<file path="src/rtl/pe_verify_scheduler.sv">
`default_nettype none
// ============================================================================
// Module      : pe_verify_scheduler
// Description : Steps the 16:1 PE test-mux select through one PE or a masked
//               sweep, with settle, dwell and capture-handshake phases.
// Revision    : 1.0 - initial release
// ============================================================================
module pe_verify_scheduler #(
   parameter int SETTLE_CYC = 2,
   parameter int DWELL_W    = 8
) (
   input  logic               clk,
   input  logic               rst,
   input  logic               start,
   input  logic               stop,
   input  logic               mode,
   input  logic               loop_en,
   input  logic [3:0]         single_sel,
   input  logic [15:0]        pe_mask,
   input  logic [DWELL_W-1:0] dwell,
   input  logic               cap_ready,
   output logic [3:0]         pe_verify_sel,
   output logic               sel_valid,
   output logic               cap_req,
   output logic               busy,
   output logic               done,
   output logic               aborted,
   output logic [7:0]         pass_cnt
);

   localparam int CNT_W = (DWELL_W > 4) ? DWELL_W : 4;

   localparam logic [2:0] C_IDLE    = 3'd0;
   localparam logic [2:0] C_SETTLE  = 3'd1;
   localparam logic [2:0] C_DWELL   = 3'd2;
   localparam logic [2:0] C_CAPTURE = 3'd3;
   localparam logic [2:0] C_DONE    = 3'd4;

   localparam logic [CNT_W-1:0]   C_CNT_ONE    = CNT_W'(1);
   localparam logic [CNT_W-1:0]   C_SETTLE_LD  = CNT_W'(SETTLE_CYC - 1);
   localparam logic [DWELL_W-1:0] C_DWELL_ONE  = DWELL_W'(1);

   logic [2:0]         state_q, state_d;
   logic [3:0]         sel_q, sel_d;
   logic               mode_q, mode_d;
   logic               loop_q, loop_d;
   logic [15:0]        mask_q, mask_d;
   logic [DWELL_W-1:0] dwell_q, dwell_d;
   logic [CNT_W-1:0]   cnt_q, cnt_d;
   logic [7:0]         pass_q, pass_d;
   logic               aborted_q, aborted_d;

   logic [15:0]        w_hi_mask;
   logic               w_has_next;

   function automatic logic [3:0] f_lowest(input logic [15:0] m);
      f_lowest = 4'd0;
      for (int i = 15; i >= 0; i--) begin
         if (m[i]) f_lowest = 4'(i);
      end
   endfunction

   // Enabled PEs strictly above the current select, for the next sweep step.
   always_comb begin
      w_hi_mask = 16'd0;
      for (int i = 0; i < 16; i++) begin
         w_hi_mask[i] = mask_q[i] && (i > int'(sel_q));
      end
   end
   assign w_has_next = |w_hi_mask;

   always_comb begin
      state_d   = state_q;
      sel_d     = sel_q;
      mode_d    = mode_q;
      loop_d    = loop_q;
      mask_d    = mask_q;
      dwell_d   = dwell_q;
      cnt_d     = cnt_q;
      pass_d    = pass_q;
      aborted_d = 1'b0;
      case (state_q)
         C_IDLE: begin
            if (start && !(mode && (pe_mask == 16'd0))) begin
               mode_d  = mode;
               loop_d  = loop_en;
               mask_d  = pe_mask;
               dwell_d = (dwell == '0) ? C_DWELL_ONE : dwell;
               pass_d  = 8'd0;
               sel_d   = mode ? f_lowest(pe_mask) : single_sel;
               cnt_d   = C_SETTLE_LD;
               state_d = C_SETTLE;
            end
         end
         C_SETTLE: begin
            if (cnt_q == '0) begin
               cnt_d   = CNT_W'(dwell_q) - C_CNT_ONE;
               state_d = C_DWELL;
            end else begin
               cnt_d = cnt_q - C_CNT_ONE;
            end
         end
         C_DWELL: begin
            if (cnt_q == '0) state_d = C_CAPTURE;
            else             cnt_d   = cnt_q - C_CNT_ONE;
         end
         C_CAPTURE: begin
            if (cap_ready) begin
               cnt_d = C_SETTLE_LD;
               if (!mode_q) begin
                  state_d = C_DONE;
               end else if (w_has_next) begin
                  sel_d   = f_lowest(w_hi_mask);
                  state_d = C_SETTLE;
               end else begin
                  pass_d = pass_q + 8'd1;
                  if (loop_q) begin
                     sel_d   = f_lowest(mask_q);
                     state_d = C_SETTLE;
                  end else begin
                     state_d = C_DONE;
                  end
               end
            end
         end
         C_DONE:  state_d = C_IDLE;
         default: state_d = C_IDLE;
      endcase
      // Abort wins over any handshake completing in the same cycle.
      if (stop && (state_q != C_IDLE)) begin
         state_d   = C_IDLE;
         sel_d     = sel_q;
         pass_d    = pass_q;
         aborted_d = 1'b1;
      end
   end

   always_ff @(posedge clk) begin
      if (rst) begin
         state_q   <= C_IDLE;
         sel_q     <= 4'd0;
         mode_q    <= 1'b0;
         loop_q    <= 1'b0;
         mask_q    <= 16'd0;
         dwell_q   <= '0;
         cnt_q     <= '0;
         pass_q    <= 8'd0;
         aborted_q <= 1'b0;
      end else begin
         state_q   <= state_d;
         sel_q     <= sel_d;
         mode_q    <= mode_d;
         loop_q    <= loop_d;
         mask_q    <= mask_d;
         dwell_q   <= dwell_d;
         cnt_q     <= cnt_d;
         pass_q    <= pass_d;
         aborted_q <= aborted_d;
      end
   end

   assign pe_verify_sel = sel_q;
   assign sel_valid     = (state_q == C_DWELL) || (state_q == C_CAPTURE);
   assign cap_req       = (state_q == C_CAPTURE);
   assign busy          = (state_q != C_IDLE);
   assign done          = (state_q == C_DONE);
   assign aborted       = aborted_q;
   assign pass_cnt      = pass_q;

endmodule
`default_nettype wire

</file>
<file path="config.mk">
export PLATFORM = sky130hd
export DESIGN_NAME = pe_verify_scheduler
export DESIGN_NICKNAME = d
export VERILOG_FILES = /design/src/rtl/pe_verify_scheduler.sv
export SDC_FILE = /design/constraint.sdc
export NUM_CORES = 1
export LEC_CHECK = 0
export CAP_MARGIN = 5
export CORE_MARGIN = 1
export CORE_UTILIZATION = 60
export CTS_BUF_LIST = sky130_fd_sc_hd__clkbuf_8
export DETAILED_ROUTE_END_ITERATION = 10
export DONT_BUFFER_PORTS = 1
export PLACE_DENSITY = 0.86
export SYNTH_ARGS = -nofsm -noshare
export SYNTH_HDL_FRONTEND = slang
export SYNTH_SLANG_ARGS = --single-unit
</file>
<file path="constraint.sdc">
create_clock -name clk -period 1.92 [get_ports clk]
set_input_delay 0.384 -clock clk [delete_from_list [all_inputs] [get_ports clk]]
set_output_delay 0.384 -clock clk [all_outputs]
set_load 0.01 [all_outputs]
</file>
==> metrics.md, run 1 <==
| Metric | Value |
|---|---|
| Top-count cell post-synth | nor2_1 |
| Vias/cell | 6.97 |
| # setup viols final | 21 |
| Drt pass-1 iters | 7 |
| Net Count, Synth | 455 |
| Fin worst setup slack | -289 ps |
| Drt initial violations | around 440 |
| Yosys top cell area share | 30.5% |
| Num CTS Buffers | 5 |
| Post-synth EDFFs | 0 |
| Clk_skew | around 9.3 ps |
| Cell variety after synth | 69 |
| Tmin final | 2210 ps |
| Worst-path clk slew | 90 ps |
| Register area share after synthesis | between 30 and 40% |
| Relative slew slack | 65.5% |
| GPL Wtd Cong | 0.966 |
| Chip Height | 76 µm |
| Status | complete, but fails checks |
| Dpl ws | -287 ps |
| Synth warnings | 0 |
| Die area | 5780 µm² |
| Post-Route Utilization | 87.0% |
| Failing checks | negative setup slack |
| H-Tree Depth | 2 |
| Ranking of synthesized cells by area | dfxtp_1 30%, mux2i_1 8.5%, nor2_1 7.4% |
| Synth Cell Area | 3290 µm² |
| Cell row count | 26 |
| Routed vias | 3940 |
| # IOs | 52 |
| Hold Vio Cnt, Final | 0 |
| Placed cell count | 536 |
| Cells after Synth | ~420 |
| Grt total ovfl | 0 |
| LEAKAGE | 1.88 nW |
| Syn avg cell area | 7.88 µm² |
| Horiz. Die Dim | 76 µm |
| Routed len/inst | about 22 µm |
| Worst hold slack | roughly 130 ps |
| Routed Antenna Nets | 0 |
| Post-Route WL | 12400 µm |
| PwrDens | 1630 nW/µm² |
| Fin nets | 532 |
| CP Launch Type | flip-flop |
| Clock Sinks | 50 |
| ANT cells | 0 |
| Req. time, crit path | 2130 ps |
| Area leader, netlist | dfxtp_1 |
| Commonest cells in the netlist | 65 x nor2_1, 50 x dfxtp_1, 33 x a21oi_1 |
| Initial antenna violation count | 0 |
| Final Max Slew Viols | 0 |
| Hold WC Path Type | in -> reg |
| Core Region | 5200 µm² |
| Post-Layout Cell Count | roughly 570 |
| Starting Density | 63.1% |
| Crit. End Element | flip-flop |
| Share of cells above drive strength 1 | 34.7% |
| DRC Markers | 0 |
| Hpwl dp | 7250 µm |
| Total Routing Usage GR | a little over a third |
| Achievable Freq | 0.453 GHz |
| Largest stage delay, worst path | 420 ps |
| Hold buffers post-CTS | 0 |
| CTS Root Cell | clkbuf_8 |
| Worst Max-Slew Pin Slew | 517 ps |
| Top_reg_cell synth | dfxtp_1 |
| Max-cap violations | 0 |
| Longest Clk Path Bufs | 2 |
| Cell Chain, Critical Path | or3b_4 -> a41oi_2 -> or3_4 -> buf_6 -> nor3_4 -> o31ai_4 -> nor2_1 -> a311oi_1 |
| Pin count of the biggest net entering global routing | 44 |
| Slowest stage cell, crit path | or3b_4 |
| First-pass GRT wire length | 16500 µm |
| PortBufs | 0 |
| Worst Path Max Fanout | 8 |
| TritonCTS clock tree | done |
| Peak supply drop | around 1.5 mV |
| Async S/R FF share, synth | 0% |
| Crit path kind | reg -> reg |
| RSZ-0062 raised after global routing | true |
| Clock Latency Late Sink | 310 ps |
| Number of global-route vias before repair | 3531 |
| CP arrival | 2420 ps |
| Pwr Total | approximately 7.4 mW |
| # fillers | ~260 |
| Final worst path period share | 115% |
| Area Overhead vs Synth | 37.8% |
| Flops & latches, synth | 50 |
==> flip-flops by register name, indices dropped and copies added, names as in the netlist <==
name and flops:
mask_q 16, loop_q 1, cnt_q 8, pass_cnt 8, state_q 3, aborted 1, pe_verify_sel 4, dwell_q 8
mode_q 1
==> layout by cell type, fill, tap and decap left out, types with 4 or more instances in the layout <==
cell      count
buf_4        70
nor2_1       61
dfxtp_1      42
nand2_1      27
mux2i_1      27
a21oi_1      25
inv_1        16
buf_6        16
nand3_1      11
o21ai_0      11
nor3_1        9
a21oi_2       7
nand2b_1      6
or4_1         6
clkbuf_8      6
dfxtp_4       6
xnor2_1       5
o22ai_1       5
nand2_2       5
o31ai_1       5
o21ai_1       5
and2_1        4
or3_1         4
o211ai_1      4
==> per-stage QoR <==
stage | setup TNS, ps | instance area [µm²]
2_1_floorplan | -371 | 3360
3_3_place_gp | -3270 | 3890
3_5_place_dp | -6260 | 3890
4_1_cts | -1450 | 4210
5_1_grt | -4720 | 4530
6_report | -3050 | 4530
==> power by group <==
part	internal, mW	switching (mW)	total (mW)
clock	0.298	0.383	0.680
sequential	1.28	0.321	1.60
combinational	2.57	2.54	5.11
==> worst paths after layout <==
path,start,end,slack [ps],cells after the start
setup reg to reg,pe_verify_sel[1]$_SDFFE_PP0P_,pe_verify_sel[3]$_SDFFE_PP0P_,-290,8
hold / removal,rst,pass_cnt[1]$_SDFFE_PP0P_,130,1
hold reg to reg,pass_cnt[7]$_SDFFE_PP0P_,pass_cnt[7]$_SDFFE_PP0P_,530,2
setup / recovery,pe_verify_sel[1]$_SDFFE_PP0P_,pe_verify_sel[3]$_SDFFE_PP0P_,-290,8
==> worst max-delay path, delay by kind of cell, from the launching register on <==
kind            cells  cell delay [ps]
simple gates        4              770
compound gates      3              830
flops               1              400
buf+inv             1              120
==> metal layers <==
layer	wire length, µm	part of all wire [%]	global-route usage (%)
met5	0	0	0
met4	798	6.4	13.3
met3	1260	10	7.07
met2	5940	48	63.2
met1	4450	36	40.9
==> area by class of cell <==
| class | instances | area (µm²) | area share (%) |
|---|---|---|---|
| Multi-Input combinational cell | 327 | 2410 | 53.3 |
| Sequential cell | 50 | 1030 | 22.7 |
| Timing Repair Buffer | 92 | 833 | 18.4 |
| Tap cell | 70 | 87.6 | 1.93 |
| Clock buffer | 6 | 82.6 | 1.82 |
| Inverter | 18 | 67.6 | 1.49 |
| Clock inverter | 2 | 16.3 | 0.359 |
==> repair_timing <==
action,CTS,global route
cloned,1,1
pin swaps,17,28
endpoints found under the setup margin,17,23
gates resized for setup,24,58
setup buffers,12,7
==> kinds of logic after synthesis <==
logic type	count (synthesis)	synth area share, %
and+or+nand+nor	174	27.2
AOI/OAI and AO/OA	113	24.6
DFF	50	30.5
buffers and inverters	40	5.60
muxes	29	8.87
xor gates and xnor gates	8	2.13
adders and majority gates	3	1.14
(Power assumes the default switching activity.)
==> run 2, diff against run 1 <==
Settings changed: CORE_ASPECT_RATIO set to 1.25.
==> metrics.md, run 2 (synthesis gave the netlist of run 1 again) <==
| Metric | Value |
|---|---|
| Status | complete, but fails checks |
| Failing checks | negative setup slack |
| Vias/cell | 6.96 (-0.14%) |
| Grt total ovfl | 0 (unchanged) |
| Post-Route WL | 11400 µm (-8.3%) |
| # fillers | 283 (+9.7%) |
| Post-route setup TNS | -1440 ps (+1610 ps) |
| Core Region | 5190 µm² (-0.31%) |
| First-pass GRT wire length | 15600 µm (-5.4%) |
| Internal power | 3.89 mW (-6.3%) |
| Num CTS Buffers | 5 (unchanged) |
| PwrDens | 1590 nW/µm² (-2.4%) |
| Post-Layout Cell Count | 548 (-3.0%) |
| Hpwl dp | 7080 µm (-2.4%) |
| Cell Chain, Critical Path | buf_4 -> or4_1 -> a21oi_1 -> o211ai_1 -> a41oi_1 -> o22ai_1 -> mux2i_1 -> nor2_1 |
| Crit path kind | reg -> reg |
| Number of cells on the worst reg-to-reg path | 8 (unchanged) |
| CP arrival | 2360 ps (-60 ps) |
| Slowest stage cell, crit path | or4_1 |
| Final worst path period share | 112% (-2.9 points) |
| Routed len/inst | 20.8 µm (-5.5%) |
| Hold WC Path Type | in -> reg |
| Clk_skew | 10.8 ps (+1.42 ps) |
| R2R Path Start | mask_q[4]$_SDFFE_PP0P_ |
| Register area | 1020 µm² (-0.37%) |
| H-Tree Depth | 2 (unchanged) |
| PortBufs | 0 (unchanged) |
| Initial antenna violation count | 0 (unchanged) |
| Fin nets | 523 (-1.7%) |
| Peak supply drop | 1.42 mV (-7.3%) |
| CP Launch Type | flip-flop |
| Req. time, crit path | 2130 ps (about the same) |
| Final Max Slew Viols | 0 (unchanged) |
| TritonCTS clock tree | done |
| Longest Clk Path Bufs | 2 (unchanged) |
| Relative slew slack | 70.7% (+5.3 points) |
| Max-cap violations | 0 (unchanged) |
| Fin worst setup slack | -234 ps (+55.4 ps) |
| Total Routing Usage GR | 35.1% (+0.038 points) |
| RSZ-0062 raised after global routing | true |
| Starting Density | 63.3% (+0.20 points) |
| Most flops, register | mask_q |
| Sw Ratio | 43.6% (-0.31 points) |
| Worst setup startpoint | mask_q[4]$_SDFFE_PP0P_ |
| DRC Markers | 0 (unchanged) |
| Drt initial violations | 397 (-11%) |
| Commonest non-fill, non-tap cell in the layout | buf_4 |
| Placed cell count | 523 (-2.4%) |
| Tmin final | 2150 ps (-55.4 ps) |
| Crit. End Element | flip-flop |
| Worst Path Max Fanout | 5 (-3) |
| Hold Vio Cnt, Final | 0 (unchanged) |
| LEAKAGE | 1.81 nW (-3.7%) |
| Clock Latency Late Sink | 310 ps (about the same) |
| Largest register FFs | 16 (unchanged) |
| Die area | 5780 µm² (about the same) |
| Horiz. Die Dim | 68.2 µm (-10%) |
| # IOs | 52 (unchanged) |
| Worst-path clk slew | 100 ps (about the same) |
| Hold buffers post-CTS | 0 (unchanged) |
| Multi-input logic area | 2350 µm² (-2.4%) |
| Combinational power share | 66.4% (-2.7 points) |
| Clock Sinks | 50 (unchanged) |
| Register share of total power | 22.8% (+1.1 points) |
| Number of global-route vias before repair | 3426 (-3.0%) |
| Routed vias | 3816 (-3.1%) |
| Reg2reg end | pe_verify_sel[2]$_SDFFE_PP0P_ |
| Largest stage delay, worst path | 550 ps (+130 ps) |
| Worst Max-Slew Pin Slew | 433 ps (-84.1 ps) |
| Chip Height | 84.7 µm (+11%) |
| Achievable Freq | 0.464 GHz (+2.6%) |
| Most frequent cells in the layout | 71 x buf_4, 61 x nor2_1, 41 x dfxtp_1 |
| GPL Wtd Cong | 0.936 (-3.1%) |
| Switching pwr | 3.00 mW (-7.5%) |
| Pwr Total | 6.89 mW (-6.8%) |
| Cell row count | 29 (+12%) |
| Area Overhead vs Synth | 31.5% |
| Routed Antenna Nets | 0 (unchanged) |
| Dpl ws | -280 ps (+7.00 ps) |
| CTS Root Cell | clkbuf_8 |
| Share of cells above drive strength 1 | 30.9% (-3.9 points) |
| Drt pass-1 iters | 7 (unchanged) |
| # setup viols final | 14 (-33%) |
| Pin count of the biggest net entering global routing | 44 (unchanged) |
| Flop-to-flop setup slack | -230 ps (+60 ps) |
| Clk pwr share | 10.8% (+1.6 points) |
| Critical path endpoint | pe_verify_sel[2]$_SDFFE_PP0P_ |
| ANT cells | 0 (unchanged) |
run 2: layer usage:
metal | track usage [%] | vias up | wire length [µm]
met5 | 0 | - | 0
met4 | 17.4 | 0 | 688
met3 | 8.83 | 87 | 1120
met2 | 59.8 | 290 | 5720
met1 | 39.0 | 1773 | 3880
li1 | - | 1666 | -
run 2: final cells by class:
| cell class | instances | area share (%) |
|---|---|---|
| multi-input cells | 327 | 54.5 |
| flip-flops and latches | 50 | 23.7 |
| repair buffers | 83 | 16.0 |
| well taps | 62 | 1.80 |
| clock buffers | 5 | 1.59 |
| inverters | 18 | 1.56 |
| clock inverters | 3 | 0.955 |
run 2: worst min path at each step:
| stage | startpoint | endpoint | depth (start not counted) |
|---|---|---|---|
| global placement | rst | pe_verify_sel[2]$_SDFFE_PP0P_ | 1 |
| CTS | rst | pe_verify_sel[2]$_SDFFE_PP0P_ | 1 |
| detailed placement | rst | pe_verify_sel[2]$_SDFFE_PP0P_ | 1 |
| global route | rst | pe_verify_sel[3]$_SDFFE_PP0P_ | 1 |
| floorplan | cnt_q[4]$_SDFFE_PP0P_ | cnt_q[4]$_SDFFE_PP0P_ | 2 |
| finish | rst | pe_verify_sel[3]$_SDFFE_PP0P_ | 1 |
run 2: through the flow:
stage	util, %	hold slack, ps	cell area (µm²)
2_1_floorplan	-	466	3360
3_3_place_gp	74.1	453	3840
3_5_place_dp	74.1	457	3840
4_1_cts	79.2	129	4110
5_1_grt	83.3	121	4320
6_report	83.3	120	4320
run 2: repair_timing:
action,in CTS,in global routing
pin swaps,14,20
setup buffers,8,10
setup endpoints to repair,21,31
resized for setup,25,32
run 2: power by group through the flow:
stage / registers [mW] / logic [mW] / clock network (mW)
2_1_floorplan: 1.48 / 2.44 / 0
3_3_place_gp: 1.51 / 3.44 / 0
3_5_place_dp: 1.53 / 3.58 / 0
4_1_cts: 1.51 / 3.91 / 0.740
5_1_grt: 1.59 / 4.82 / 0.774
6_report: 1.57 / 4.58 / 0.745
run 2: critical path: cells and delay by family, from the launching register on:
| family | cells | cell delay (ps) |
|---|---|---|
| AOI/OAI and AO/OA | 4 | 810 |
| and+or+nand+nor | 2 | 610 |
| DFF | 1 | 340 |
| buffers and inverters | 1 | 160 |
| muxes | 1 | 160 |
